## src/rtl/stall_ctrl.sv

```systemverilog
// Purpose: decode-stage hazard controller; E/M Tnew scoreboard vs D Tuse, MD busy timer, stall counter.
// Latency: stall is combinational from D inputs and registered state; scoreboard/timer update on the next edge.
// Backpressure: stall freezes PC and D and loads a bubble into E; the W stage never stalls.
//
// Ports:
//   clk, reset                 clock and synchronous active-high reset
//   d_valid, d_rs, d_rt        D instruction presence and source registers
//   d_tuse_rs, d_tuse_rt       cycles until each source is consumed (3 = not used)
//   d_dest, d_tnew             D destination (0 = none) and Tnew on E entry
//   d_md_start, d_md_div       D starts a mult/div; d_md_div selects divide
//   d_md_use                   D touches HI/LO or the MD unit
//   stall, pc_en, d_en, e_clr  stall request and derived pipeline enables
//   br_stall                   stall caused by an operand needed in ID (tuse 0)
//   md_busy, stall_cnt         MD unit occupied; saturating stall-cycle counter
module stall_ctrl #(
   parameter int MULT_CYC = 5,
   parameter int DIV_CYC  = 10,
   parameter int CNT_W    = 4,
   parameter int PERF_W   = 32
) (
   input  logic              clk,
   input  logic              reset,
   input  logic              d_valid,
   input  logic [4:0]        d_rs,
   input  logic [4:0]        d_rt,
   input  logic [1:0]        d_tuse_rs,
   input  logic [1:0]        d_tuse_rt,
   input  logic [4:0]        d_dest,
   input  logic [1:0]        d_tnew,
   input  logic              d_md_start,
   input  logic              d_md_div,
   input  logic              d_md_use,
   output logic              stall,
   output logic              pc_en,
   output logic              d_en,
   output logic              e_clr,
   output logic              br_stall,
   output logic              md_busy,
   output logic [PERF_W-1:0] stall_cnt
);

   // E/M scoreboard
   logic [4:0]        e_dest_q,     e_dest_d;
   logic [1:0]        e_tnew_q,     e_tnew_d;
   logic              e_md_start_q, e_md_start_d;
   logic              e_md_div_q,   e_md_div_d;
   logic [4:0]        m_dest_q,     m_dest_d;
   logic [1:0]        m_tnew_q,     m_tnew_d;

   // MD busy timer and performance counter
   logic [CNT_W-1:0]  md_cnt_q,     md_cnt_d;
   logic [PERF_W-1:0] stall_cnt_q,  stall_cnt_d;

   logic haz_rs;
   logic haz_rt;
   logic haz_md;
   logic busy_raw;

   // Hazard detection. Register 0 and tuse 3 never match. W is never compared:
   // anything in W is forwarded from the register file write in time.
   always_comb begin
      haz_rs = d_valid && (d_rs != 5'd0) && (d_tuse_rs != 2'd3) &&
               (((d_rs == e_dest_q) && (d_tuse_rs < e_tnew_q)) ||
                ((d_rs == m_dest_q) && (d_tuse_rs < m_tnew_q)));
      haz_rt = d_valid && (d_rt != 5'd0) && (d_tuse_rt != 2'd3) &&
               (((d_rt == e_dest_q) && (d_tuse_rt < e_tnew_q)) ||
                ((d_rt == m_dest_q) && (d_tuse_rt < m_tnew_q)));
      busy_raw = (md_cnt_q != '0);
      // A start still sitting in E has not loaded the timer yet, so it counts as busy.
      haz_md = d_valid && d_md_use && (busy_raw || e_md_start_q);
   end

   // Outputs are forced to the cleared state while reset is held, even before
   // the first reset edge has cleared the registers.
   always_comb begin
      stall     = !reset && (haz_rs || haz_rt || haz_md);
      br_stall  = !reset && ((haz_rs && (d_tuse_rs == 2'd0)) ||
                             (haz_rt && (d_tuse_rt == 2'd0)));
      md_busy   = !reset && busy_raw;
      pc_en     = !stall;
      d_en      = !stall;
      e_clr     = stall;
      stall_cnt = stall_cnt_q;
   end

   // Next-state logic
   always_comb begin
      e_dest_d     = 5'd0;
      e_tnew_d     = 2'd0;
      e_md_start_d = 1'b0;
      e_md_div_d   = 1'b0;
      if (!stall && d_valid) begin
         e_dest_d     = d_dest;
         e_tnew_d     = d_tnew;
         e_md_start_d = d_md_start;
         e_md_div_d   = d_md_start && d_md_div;
      end

      m_dest_d = e_dest_q;
      m_tnew_d = (e_tnew_q != 2'd0) ? (e_tnew_q - 2'd1) : 2'd0;

      // A new start is always held in D while busy, so the load never
      // overwrites a running count.
      md_cnt_d = md_cnt_q;
      if (e_md_start_q) begin
         md_cnt_d = e_md_div_q ? CNT_W'(DIV_CYC) : CNT_W'(MULT_CYC);
      end else if (md_cnt_q != '0) begin
         md_cnt_d = md_cnt_q - 1'b1;
      end

      stall_cnt_d = stall_cnt_q;
      if (stall && (stall_cnt_q != '1)) begin
         stall_cnt_d = stall_cnt_q + 1'b1;
      end
   end

   always_ff @(posedge clk) begin
      if (reset) begin
         e_dest_q     <= 5'd0;
         e_tnew_q     <= 2'd0;
         e_md_start_q <= 1'b0;
         e_md_div_q   <= 1'b0;
         m_dest_q     <= 5'd0;
         m_tnew_q     <= 2'd0;
         md_cnt_q     <= '0;
         stall_cnt_q  <= '0;
      end else begin
         e_dest_q     <= e_dest_d;
         e_tnew_q     <= e_tnew_d;
         e_md_start_q <= e_md_start_d;
         e_md_div_q   <= e_md_div_d;
         m_dest_q     <= m_dest_d;
         m_tnew_q     <= m_tnew_d;
         md_cnt_q     <= md_cnt_d;
         stall_cnt_q  <= stall_cnt_d;
      end
   end

endmodule

```

## config.mk

```make
export PLATFORM = sky130hd
export DESIGN_NAME = stall_ctrl
export DESIGN_NICKNAME = d
export VERILOG_FILES = /design/src/rtl/stall_ctrl.sv
export SDC_FILE = /design/constraint.sdc
export NUM_CORES = 1
export LEC_CHECK = 0
export ABC_AREA = 1
export BUFFER_PORTS_ARGS = -buffer_cell sky130_fd_sc_hd__buf_4
export CAP_MARGIN = 15
export CORE_ASPECT_RATIO = 2
export CORE_UTILIZATION = 30
export CTS_BUF_LIST = sky130_fd_sc_hd__clkbuf_8
export CTS_CLUSTER_DIAMETER = 30
export DETAILED_ROUTE_END_ITERATION = 8
export PLACE_DENSITY = 0.49
export SLEW_MARGIN = 40
export SYNTH_ARGS = -nofsm -noshare
export SYNTH_HDL_FRONTEND = slang
export SYNTH_SLANG_ARGS = --single-unit
```

## constraint.sdc

```tcl
create_clock -name clk -period 2.7 [get_ports clk]
set_input_delay 0.675 -clock clk [delete_from_list [all_inputs] [get_ports clk]]
set_output_delay 0.675 -clock clk [all_outputs]
set_load 0.02 [all_outputs]
```

Yosys cells after proc, flatten, opt, wreduce, memory -nomap -nowiden --
Cells that the tools add are included.
Cells by class: $lt $le $gt $ge 4, reduce and logical (&&, ||, !) cells 37, bitwise operators 2, mux-type cells 3, add/sub/neg operators 3, eq/ne operators 7
Operators with widths (count):
- 32-bit by 1-bit adder with 32-bit output (second input constant) | 1
- 32-bit inequality test (second input constant) | 1
- 5-bit equality test | 4
- 1-bit logical AND | 20
- 4-bit 2-to-1 mux | 3
- 5-bit nonzero test | 2
- 2-bit less-than comparator | 4
- 1-bit logical OR | 6
- 2-bit logical NOT | 2
- 2-bit inequality test (second input constant) | 2
- 2-bit nonzero test | 2
- 4-bit nonzero test | 1
- 2-bit OR reduction | 2
- 4-bit by 1-bit subtractor with 4-bit output (second input constant) | 1
- 1-bit logical NOT | 2
- 1-bit NOT | 2
- 2-bit by 1-bit subtractor with 2-bit output (second input constant) | 1
Word-level totals: register bits after elaboration 52, bits of input ports 27, logic and storage cells 64

Logic depth before layout (Yosys ltp) --
Gate-level depths: netlist of the first run.
depth after elaboration 11, mapped depth 15, gate-level depth less buffers 14

Least setup slack after synthesis of the first run --
OpenSTA, ideal clock, no wires.
kind input to output, from in d_tuse_rt[1], to out stall, required time 2025 ps, arrival time 2037 ps, stages 11, buffers on the path 1, path slack -12 ps, path through ha_1 -> o21ai_0 -> nand2_1 -> nor2_1 -> nand2_1 -> nand2_1 -> nand2_1 -> nand3_2 -> nand2_1 -> inv_1 -> buf_4
Between the ends: longest elaborated chain between the ends 7
RTL lines:
- start: declaration | RTL line 27 | input logic [1:0] d_tuse_rt,
- 2-bit less-than comparator, on equally long branches | RTL line 66, 67
- 1-bit logical AND, on equally long branches | RTL line 66, 67
- 1-bit logical OR | RTL line 66 | (((d_rt == e_dest_q) && (d_tuse_rt < e_tnew_q)) ||
- 1-bit logical AND (*) | RTL line 65 | haz_rt = d_valid && (d_rt != 5'd0) && (d_tuse_rt != 2'd3) &&
- 1-bit logical OR (*) (2 in a row) | RTL line 76 | stall = !reset && (haz_rs || haz_rt || haz_md);
- 1-bit logical AND (*) | RTL line 76
- end: declaration | RTL line 33 | output logic stall,
Every way passes the cells marked *; elsewhere a longest branch is shown, timed or not.

Worst setup path in the final report of the first run --
from in d_tuse_rs[1], to out br_stall
Between the ends: longest elaborated chain between the ends 7
RTL lines:
- start: declaration | RTL line 26 | input logic [1:0] d_tuse_rs,
- 2-bit less-than comparator, on equally long branches | RTL line 63, 64
- 1-bit logical AND, on equally long branches | RTL line 63, 64
- 1-bit logical OR | RTL line 63 | (((d_rs == e_dest_q) && (d_tuse_rs < e_tnew_q)) ||
- 1-bit logical AND | RTL line 62 | haz_rs = d_valid && (d_rs != 5'd0) && (d_tuse_rs != 2'd3) &&
- 1-bit logical AND (*) | RTL line 77 | br_stall = !reset && ((haz_rs && (d_tuse_rs == 2'd0)) ||
- 1-bit logical OR (*) | RTL line 77
- 1-bit logical AND (*) | RTL line 77
- end: declaration | RTL line 37 | output logic br_stall,
Marked as above.

==> results of run 1 <==
## cell usage in the layout (no fill, tap or decap), types with 2 or more instances in the layout
| cell type | n |
|---|---|
| nor3_1 | 10 |
| nor2_1 | 85 |
| nand2_2 | 4 |
| o21ai_2 | 2 |
| xor2_1 | 4 |
| inv_2 | 7 |
| a21oi_1 | 26 |
| dfxtp_1 | 51 |
| inv_1 | 76 |
| nand4_1 | 8 |
| buf_4 | 67 |
| nand2_1 | 139 |
| o21ai_0 | 5 |
| nor2_4 | 3 |
| nor2_2 | 4 |
| ha_4 | 2 |
| buf_6 | 2 |
| ha_1 | 6 |
| clkbuf_8 | 5 |
| nand3_1 | 50 |
| nor3_2 | 2 |
| nand3_2 | 3 |
| nand3_4 | 3 |
| and3_1 | 2 |
| xnor2_1 | 4 |
## worst paths after layout
check / from / end
worst max-delay path: d_tuse_rs[1] / br_stall
worst min-delay path: e_tnew_q[0]$_SDFF_PP0_ / m_tnew_q[0]$_SDFF_PP0_
worst max register to register: e_dest_q[1]$_SDFF_PP0_ / stall_cnt[20]$_SDFFE_PP0P_
worst min register to register: e_tnew_q[0]$_SDFF_PP0_ / m_tnew_q[0]$_SDFF_PP0_
## layout make-up
class	count	area [µm²]
Sequential cell	52	1042
Clock inverter	3	21.27
Multi-Input combinational cell	372	1857
Tap cell	137	171.4
Fill cell	1208	6476
Timing Repair Buffer	69	525.5
Inverter	84	315.3
Clock buffer	5	68.82
## worst max-delay path, cell delays in order
cell and delay (ps):
buf_6 120, ha_4 230, o21ai_2 50, nand2_1 60, nor2_1 110, nand2_1 60, nand2_1 90, nand2_2 90
nor3_2 180, o21a_1 160, buf_6 120
## layer usage
layer / GRT usage, % / routed length [µm]
met4: 10.00 / 447
met3: 2.575 / 285
met5: 0 / 0
met1: 16.19 / 3389
met2: 36.12 / 5484
## power groups by stage
stage                     sequential [mW]  combinational [mW]  clock (mW)
after floorplan                     0.871               0.364           0
after CTS                           0.852               0.529       0.498
final                               0.851               0.548       0.468
after global routing                0.859               0.617       0.521
after global placement              0.870               0.523           0
after detailed placement            0.870               0.527           0
## state kept, by name, summed over array words and instances (netlist names)
register and count:
e_dest_q 5, e_tnew_q 2, m_dest_q 5, m_tnew_q 2, md_cnt_q 4, stall_cnt 32, e_md_div_q 1, e_md_start_q 1
## cell families (layout without fill, tap and decap cells)
kind of cell             count (synthesis)  count (layout)  synth area share [%]
flip-flops                              52              52                 32.27
AND/OR/NAND/NOR                        319             319                 44.10
buffers and inverters                   98             161                 12.30
XOR/XNOR                                 8               8                 2.172
AO/OA/AOI/OAI                           37              37                 6.051
adder cells (fa/ha/maj)                  8               8                 3.103
## metrics by stage
step / hold slack [ps] / worst slack, ps / TNS, ps / power (mW)
2_1_floorplan: 417.1 / 50.84 / 0 / 1.235
3_3_place_gp: 447.1 / 118.5 / 0 / 1.393
3_5_place_dp: 438.1 / 59.10 / 0 / 1.397
4_1_cts: 454.1 / 56.29 / 0 / 1.879
5_1_grt: 482.1 / -24.08 / -24.08 / 1.996
6_report: 447.5 / 81.18 / 0 / 1.867
## what timing repair did
action | in CTS | in global routing
buffers inserted | 0 | 1
setup endpoints to repair | 0 | 5
gates resized for setup | 0 | 19
==> flow_summary.yaml, run 1 <==
yosys:
  ys_dominant_reg_cell: "dfxtp_1"
  synth_edf_count: 0
  async_flop_share_pct: 0
  ys_ff_latch: 52
  netlist_area_mm2: 0.003226
  yosysMostFrequentCell: "nand2_1"
  syn-num-nets: 557
  synth_cell_types: 32
  synthCells: 522
  ys_warn_count: 0
  yosys.area.top_type_share_pct: 32.27
  synthTopCellsByCount: "nand2_1 (142), nor2_1 (86), inv_1 (78), dfxtp_1 (52), nand3_1 (50)"
  seq_area_frac_synth_pct: 32.27
  syn_avg_cell_area_um2: 6.179
  synth_top_area_cell: "dfxtp_1"
  yosys-top-cells-area: "dfxtp_1 (32%), nand2_1 (17%), nor2_1 (10%)"
pwr:
  irDropWorstVdd_v: 0.0002571
  seqPwrFrac_pct: 45.6
  swShare_pct: 35.12
  powerDensity_mw_per_mm2: 466.7
  switchingPower_mw: 0.6559
  p_comb_share_pct: 29.3
  p_int_mw: 1.211
  clkPwrFrac_pct: 25.1
  leakagePower_nw: 1.928
clock_tree:
  cts.sinks: 52
  cts_hold_buffers: 0
  numCtsBuffers: 5
  cts_root_buffer: "clkbuf_8"
  htreeDepth: 2
  clock_latency_ps: 320
  cts_tree: "done"
  clk_path_buf_depth: 2
  cts.clk_slew.worst_paths_ps: 100
worst_setup_path:
  critical_path_class: "input pin to output port"
  crit_path_end_kind: "output port"
  crit_required_ps: 2030
  r2r_slack_ps: 390
  path_max_fanout: 4
  start_kind: "input pin"
  worst_r2r_path_depth: 16
  arrival_ps: 1940
flow_run:
  maxCapViolCount: 0
sta:
  period_minus_slack_ps: 2619
  maxSlewViolCount: 0
  maxSlewHeadroom_pct: 60.45
  setup_viol: 0
  hold_viol_final: 0
  worst_pin_slew_ps: 593.3
  skew_ps: 8.097
  post-route-period-util_pct: 96.99
  max_freq_mhz: 381.9
final_layout:
  finalNetCount: 619
  fin_area_mm2: 0.004001
  areaGrowthSynthToFinish_pct: 24.05
  layout-drive-gt1-share_pct: 19.32
  diodes: 0
  fin_cells: 722
  fin_util_pct: 38.19
routing:
  routed_wl_um: 9606
  routedWlPerCell_um: 13.30
  post_drt_via_cell_ratio: 4.687
  dr.pass1.iters: 4
  via_count: 3384
  ant_nets: 0
  drc_errors: 0
  first_iter_violations: 89
placement:
  place_area_mm2: 0.003826
  numPortBuffers: 64
  hpwl_um: 7469
  placed_cells: 713
  routabilityCongestion: 0.9011
floorplanning:
  io_pins: 65
  die_w_um: 75.32
  start_util_pct: 30.79
  core_mm2: 0.01048
  dieArea_mm2: 0.01120
  die_h_um: 148.6
  rows: 53
grt:
  grt_first_pass_wirelength_um: 15310
  track_usage_pct: 18.18
  antenna_found_initial: 0
  grt_pass1_vias: 3348
  grt_max_degree: 64
  grt-ovfl-total: 0
worst_hold_path:
  hold_depth: 1
  hold_path_class: "register to register"
outcome:
  status: "complete, no violations"
(Power assumes the default switching activity.)
==> run 2, diff against run 1 <==
--- a/config.mk
+++ b/config.mk
@@ -13,6 +13,7 @@
 export CTS_BUF_LIST = sky130_fd_sc_hd__clkbuf_8
 export CTS_CLUSTER_DIAMETER = 30
 export DETAILED_ROUTE_END_ITERATION = 8
+export GPL_TIMING_DRIVEN = 0
 export PLACE_DENSITY = 0.49
 export SLEW_MARGIN = 40
 export SYNTH_ARGS = -nofsm -noshare
==> run 2 against run 1 <==
First-iteration DRC count rose by 28%. Sequential share of layout area fell by 0.50 points. Clock skew rose by 2.0 ps. Global-route usage rose by 0.44 points. Critical endpoint unchanged.
==> flow_summary.yaml, run 2 (synthesis results as in run 1) <==
final_layout:
  finalNetCount: 627
  seqCellArea_mm2: 0.001042
  layout_commonest_cell: "nand2_1"
  layout-drive-gt1-share_pct: 21.08
  areaGrowthSynthToFinish_pct: 26.45
  fin_cells: 730
  fillers: 1250
  final_cell_mix: "nand2_1 (138), nor2_1 (84), inv_1 (74)"
  largest_reg_flops: 32
  diodes: 0
  multi_input_area_mm2: 0.001883
  fin_area_mm2: 0.004079
floorplanning:
  core_mm2: 0.01048
  io_pins: 65
  die_w_um: 75.32
  die_h_um: 148.6
  rows: 53
  start_util_pct: 30.79
  dieArea_mm2: 0.01120
flow_run:
  maxCapViolCount: 0
clock_tree:
  cts_root_buffer: "clkbuf_8"
  cts.clk_slew.worst_paths_ps: 110
  cts.sinks: 52
  cts_hold_buffers: 0
  clock_latency_ps: 320
  htreeDepth: 2
  numCtsBuffers: 5
  clk_path_buf_depth: 2
  cts_tree: "done"
worst_hold_path:
  hold_path_class: "register to register"
  min-delay-start: "e_tnew_q[0]$_SDFF_PP0_"
  hold_depth: 1
  holdPathEnd: "m_tnew_q[0]$_SDFF_PP0_"
sta:
  worst_pin_slew_ps: 532.3
  skew_ps: 10.13
  setup_viol: 0
  period_minus_slack_ps: 2598
  max_freq_mhz: 385.0
  post-route-period-util_pct: 96.21
  maxSlewHeadroom_pct: 64.51
  maxSlewViolCount: 0
  rsz0062_at_grt: "false"
  hold_viol_final: 0
routing:
  wl_met1_um: 3509
  wl_met3_um: 364
  via_count: 3405
  routedWlPerCell_um: 13.65
  dr.pass1.iters: 4
  drc_errors: 0
  first_iter_violations: 114
  post_drt_via_cell_ratio: 4.664
  dr_wl_met2_um: 5680
  top_layer: "met4"
  routed_wl_um: 9965
  ant_nets: 0
worst_setup_path:
  crit_required_ps: 2030
  arrival_ps: 1920
  r2r_slack_ps: 600
  r2r-start: "e_tnew_q[1]$_SDFF_PP0_"
  critical_path_class: "input pin to output port"
  r2r_end: "stall_cnt[25]$_SDFFE_PP0P_"
  worst_path_max_delay_cell: "ha_4"
  cpPeakStageDelay_ps: 230
  worst_r2r_path_depth: 15
  path_cells: "buf_4 -> ha_4 -> o21ai_1 -> nand2_1 -> nor2_2 -> nand2_1 -> nand2_1 -> nand2_2 -> nor3_2 -> o21a_1 -> buf_6"
  start_kind: "input pin"
  crit_top_cell: "nand2_1"
  path_max_fanout: 4
  crit_cells: 11
  crit_family: "simple AND/OR/NAND/NOR gates"
  worst-path-buf-inv: 2
  crit_path_end_kind: "output port"
pwr:
  leakagePower_nw: 1.959
  powerDensity_mw_per_mm2: 473.6
  irDropWorstVdd_v: 0.0002708
placement:
  numPortBuffers: 63
  placed_cells: 722
  place_area_mm2: 0.003870
  routabilityCongestion: 0.8888
  hpwl_um: 7885
outcome:
  status: "complete, no violations"
grt:
  track_usage_pct: 18.62
  grt_first_pass_wirelength_um: 15590
  grt_max_degree: 19
  grt_pass1_vias: 3354
  antenna_found_initial: 0
  grt-ovfl-total: 0
-- run 2: cell types whose count changed in the layout (fill, tap and decap cells not counted), moves of 2 or more --
cell	change
inv_2	+2
clkbuf_1	+2
buf_2	+8
buf_6	+3
o21ai_1	+3
inv_1	-2
buf_4	-5
ha_1	-2
o21ai_0	-2
ha_4	+2
-- run 2: cell type report --
type	count	share of cell area (%)
tap	137	4.202
buffer	12	1.626
multi-input combinational	372	46.17
timing repair buffer	65	12.33
clock inverter	3	0.6135
sequential	52	25.55
clock buffer	5	1.687
inverter	84	7.822
-- run 2: timing repair --
action | in CTS | in global routing
resized for setup | 10 | 19
setup endpoints to repair | 5 | 5
buffers inserted | 1 | 1
pin swaps | 4 | 15
-- run 2: how the worst max path moves through the flow --
stage,startpoint,endpoint,slack [ps]
after floorplan,d_tuse_rt[1],stall,50
after global placement,d_tuse_rt[1],pc_en,-270
after detailed placement,d_tuse_rt[1],pc_en,-260
after CTS,d_tuse_rs[1],pc_en,-2
after global routing,d_tuse_rt[1],br_stall,2
final,d_tuse_rs[1],br_stall,100
-- run 2: layer usage --
metal	track usage [%]	vias up
met4	9.630	0
met5	0	-
met2	37.37	82
met3	2.710	23
li1	-	1760
met1	16.46	1540
-- run 2: where the power goes --
| part | total (mW) | switching (mW) | internal (mW) |
|---|---|---|---|
| clock network | 0.489 | 0.299 | 0.190 |
| logic | 0.584 | 0.357 | 0.227 |
| registers | 0.859 | 0.0432 | 0.815 |
| total | 1.93 | 0.700 | 1.23 |
-- run 2: metrics by stage --
| step | setup slack [ps] | hold WS (ps) | setup TNS, ps | total power [mW] | utilization [%] |
|---|---|---|---|---|---|
| after floorplan | 50.84 | 417.1 | 0 | 1.235 | - |
| after global placement | -271.2 | 431.3 | -866.8 | 1.423 | 36.94 |
| after detailed placement | -258.7 | 442.3 | -831.4 | 1.433 | 36.94 |
| after CTS | -1.539 | 459.7 | -1.539 | 1.953 | 38.25 |
| after global routing | 2.169 | 482.4 | 0 | 2.067 | 38.93 |
| final | 102.3 | 456.3 | 0 | 1.932 | 38.93 |
==> run 3, diff against run 2 <==
--- a/config.mk
+++ b/config.mk
@@ -14,7 +14,7 @@
 export CTS_CLUSTER_DIAMETER = 30
 export DETAILED_ROUTE_END_ITERATION = 8
 export GPL_TIMING_DRIVEN = 0
-export PLACE_DENSITY = 0.49
+export PLACE_DENSITY = 0.51
 export SLEW_MARGIN = 40
 export SYNTH_ARGS = -nofsm -noshare
 export SYNTH_HDL_FRONTEND = slang
==> run 3 against run 2 <==
Global-route usage is 0.65 points lower. Combinational power fell by 1%. Sequential share of layout area fell by 0.47 points. Worst setup slack worse by 32 ps. Wire length decreased by 2.2%. Die area did not move. Clock-buffer cell count stayed put. Via count rose by 0.53%. Final area grew 1.7%. Sequential power hardly changed. Largest power group unchanged.
==> flow_summary.yaml, run 3 (synthesis results as in run 1) <==
routing:
  drc_errors: 0
  dr.pass1.iters: 4
  routedWlPerCell_um: 13.31
  ant_nets: 0
  via_count: 3423
  routed_wl_um: 9741
  first_iter_violations: 96
  post_drt_via_cell_ratio: 4.676
outcome:
  status: "complete, no violations"
final_layout:
  final_cell_mix: "nand2_1 (138), nor2_1 (86), inv_1 (76)"
  finalNetCount: 629
  layout-drive-gt1-share_pct: 20.34
  diodes: 0
  largest_reg_flops: 32
  areaGrowthSynthToFinish_pct: 28.67
  layout_commonest_cell: "nand2_1"
worst_setup_path:
  crit_cells: 11
  crit_path_end_kind: "output port"
  cpPeakStageDelay_ps: 330
  path_max_fanout: 4
  worst_path_max_delay_cell: "nor3_1"
  critical_path_class: "input pin to output port"
  crit_family: "simple AND/OR/NAND/NOR gates"
  start_kind: "input pin"
  crit_required_ps: 2030
  arrival_ps: 1950
  worst_r2r_path_depth: 10
  worst-path-buf-inv: 5
  path_cells: "buf_4 -> nor3_1 -> nand3_1 -> nand3_1 -> inv_1 -> nand2_4 -> nand3_4 -> nand2_4 -> inv_2 -> buf_4 -> buf_6"
placement:
  hpwl_um: 7786
  routabilityCongestion: 0.8508
  numPortBuffers: 63
floorplanning:
  die_w_um: 75.32
  core_mm2: 0.01048
  dieArea_mm2: 0.01120
  die_h_um: 148.6
  rows: 53
  start_util_pct: 30.79
  io_pins: 65
sta:
  max_freq_mhz: 380.3
  hold-worst-slack_ps: 452.6
  post-route-period-util_pct: 97.39
  setup_viol: 0
  maxSlewViolCount: 0
  maxSlewHeadroom_pct: 63.72
  final.setup.tns_ps: 0
  period_minus_slack_ps: 2630
  skew_ps: 8.608
  worst_pin_slew_ps: 544.2
  hold_viol_final: 0
clock_tree:
  clk_path_buf_depth: 2
  cts.sinks: 52
  clock_latency_ps: 320
  numCtsBuffers: 5
  cts_root_buffer: "clkbuf_8"
  cts.clk_slew.worst_paths_ps: 90
  htreeDepth: 2
  cts_tree: "done"
grt:
  grt_pass1_vias: 3263
  grt-ovfl-total: 0
  grt_first_pass_wirelength_um: 15070
  antenna_found_initial: 0
  track_usage_pct: 17.97
  grt_max_degree: 17
worst_hold_path:
  hold_path_class: "register to register"
  hold_depth: 1
pwr:
  powerDensity_mw_per_mm2: 524.3
  leakagePower_nw: 2.016
  report.power.total_mw: 2.176
  irDropWorstVdd_v: 0.0002476
flow_run:
  maxCapViolCount: 0
-- run 3: where the power goes --
group | leakage (nW) | switching [mW] | internal [mW]
logic | 1.52 | 0.352 | 0.226
registers | 0.422 | 0.0426 | 0.815
clock network | 0.0784 | 0.276 | 0.463
-- run 3: cell type report --
class / count / area (µm²)
tap: 137 / 171.4
clock inverter: 3 / 90.09
fill: 1227 / 6327
multi-input combinational: 372 / 1882
sequential: 52 / 1041
buffer: 14 / 82.58
clock buffer: 5 / 68.82
inverter: 84 / 319.1
timing repair buffer: 65 / 495.5
-- run 3: through the flow --
stage / utilization [%] / area, µm² / setup slack (ps) / instances
2_1_floorplan: - / 3226 / 50.84 / 522
3_3_place_gp: 36.94 / 3870 / -223.6 / 722
3_5_place_dp: 36.94 / 3870 / -244.8 / 722
4_1_cts: 38.67 / 4051 / 9.013 / 731
5_1_grt: 39.61 / 4150 / -5.552 / 732
6_report: 39.61 / 4150 / 70.38 / 732
-- run 3: worst paths after layout --
path                                  start                    endpoint  slack (ps)
hold / removal       e_tnew_q[0]$_SDFF_PP0_      m_tnew_q[0]$_SDFF_PP0_         450
hold reg to reg      e_tnew_q[0]$_SDFF_PP0_      m_tnew_q[0]$_SDFF_PP0_         450
setup / recovery                    d_rt[2]                       stall          70
setup reg to reg  stall_cnt[0]$_SDFFE_PP0P_  stall_cnt[28]$_SDFFE_PP0P_         600
-- run 3: per-layer routing --
layer,vias to the layer above,part of all wire [%],global-route usage (%)
met5,-,0,0
li1,1766,-,-
met4,0,3.9,9.167
met3,23,3.0,1.897
met2,85,58,36.79
met1,1549,35,15.71
-- run 3: worst reg2reg max path, cell delays in order (launching register included) --
cell and delay [ps]:
dfxtp_1 450, ha_1 270, nand3_2 110, nor2_4 170
inv_1 80, nor2_1 130, nand3_1 110, nor3b_1 430
nand3_1 130, nand2_1 80, nor2_1 40
-- run 3: repair_timing --
| action | CTS | global route |
|---|---|---|
| setup endpoints to repair | 4 | 4 |
| hold buffers | 0 | 0 |
| gates resized for setup | 3 | 21 |
| setup buffers | 1 | 1 |
| pin swaps | 1 | 9 |
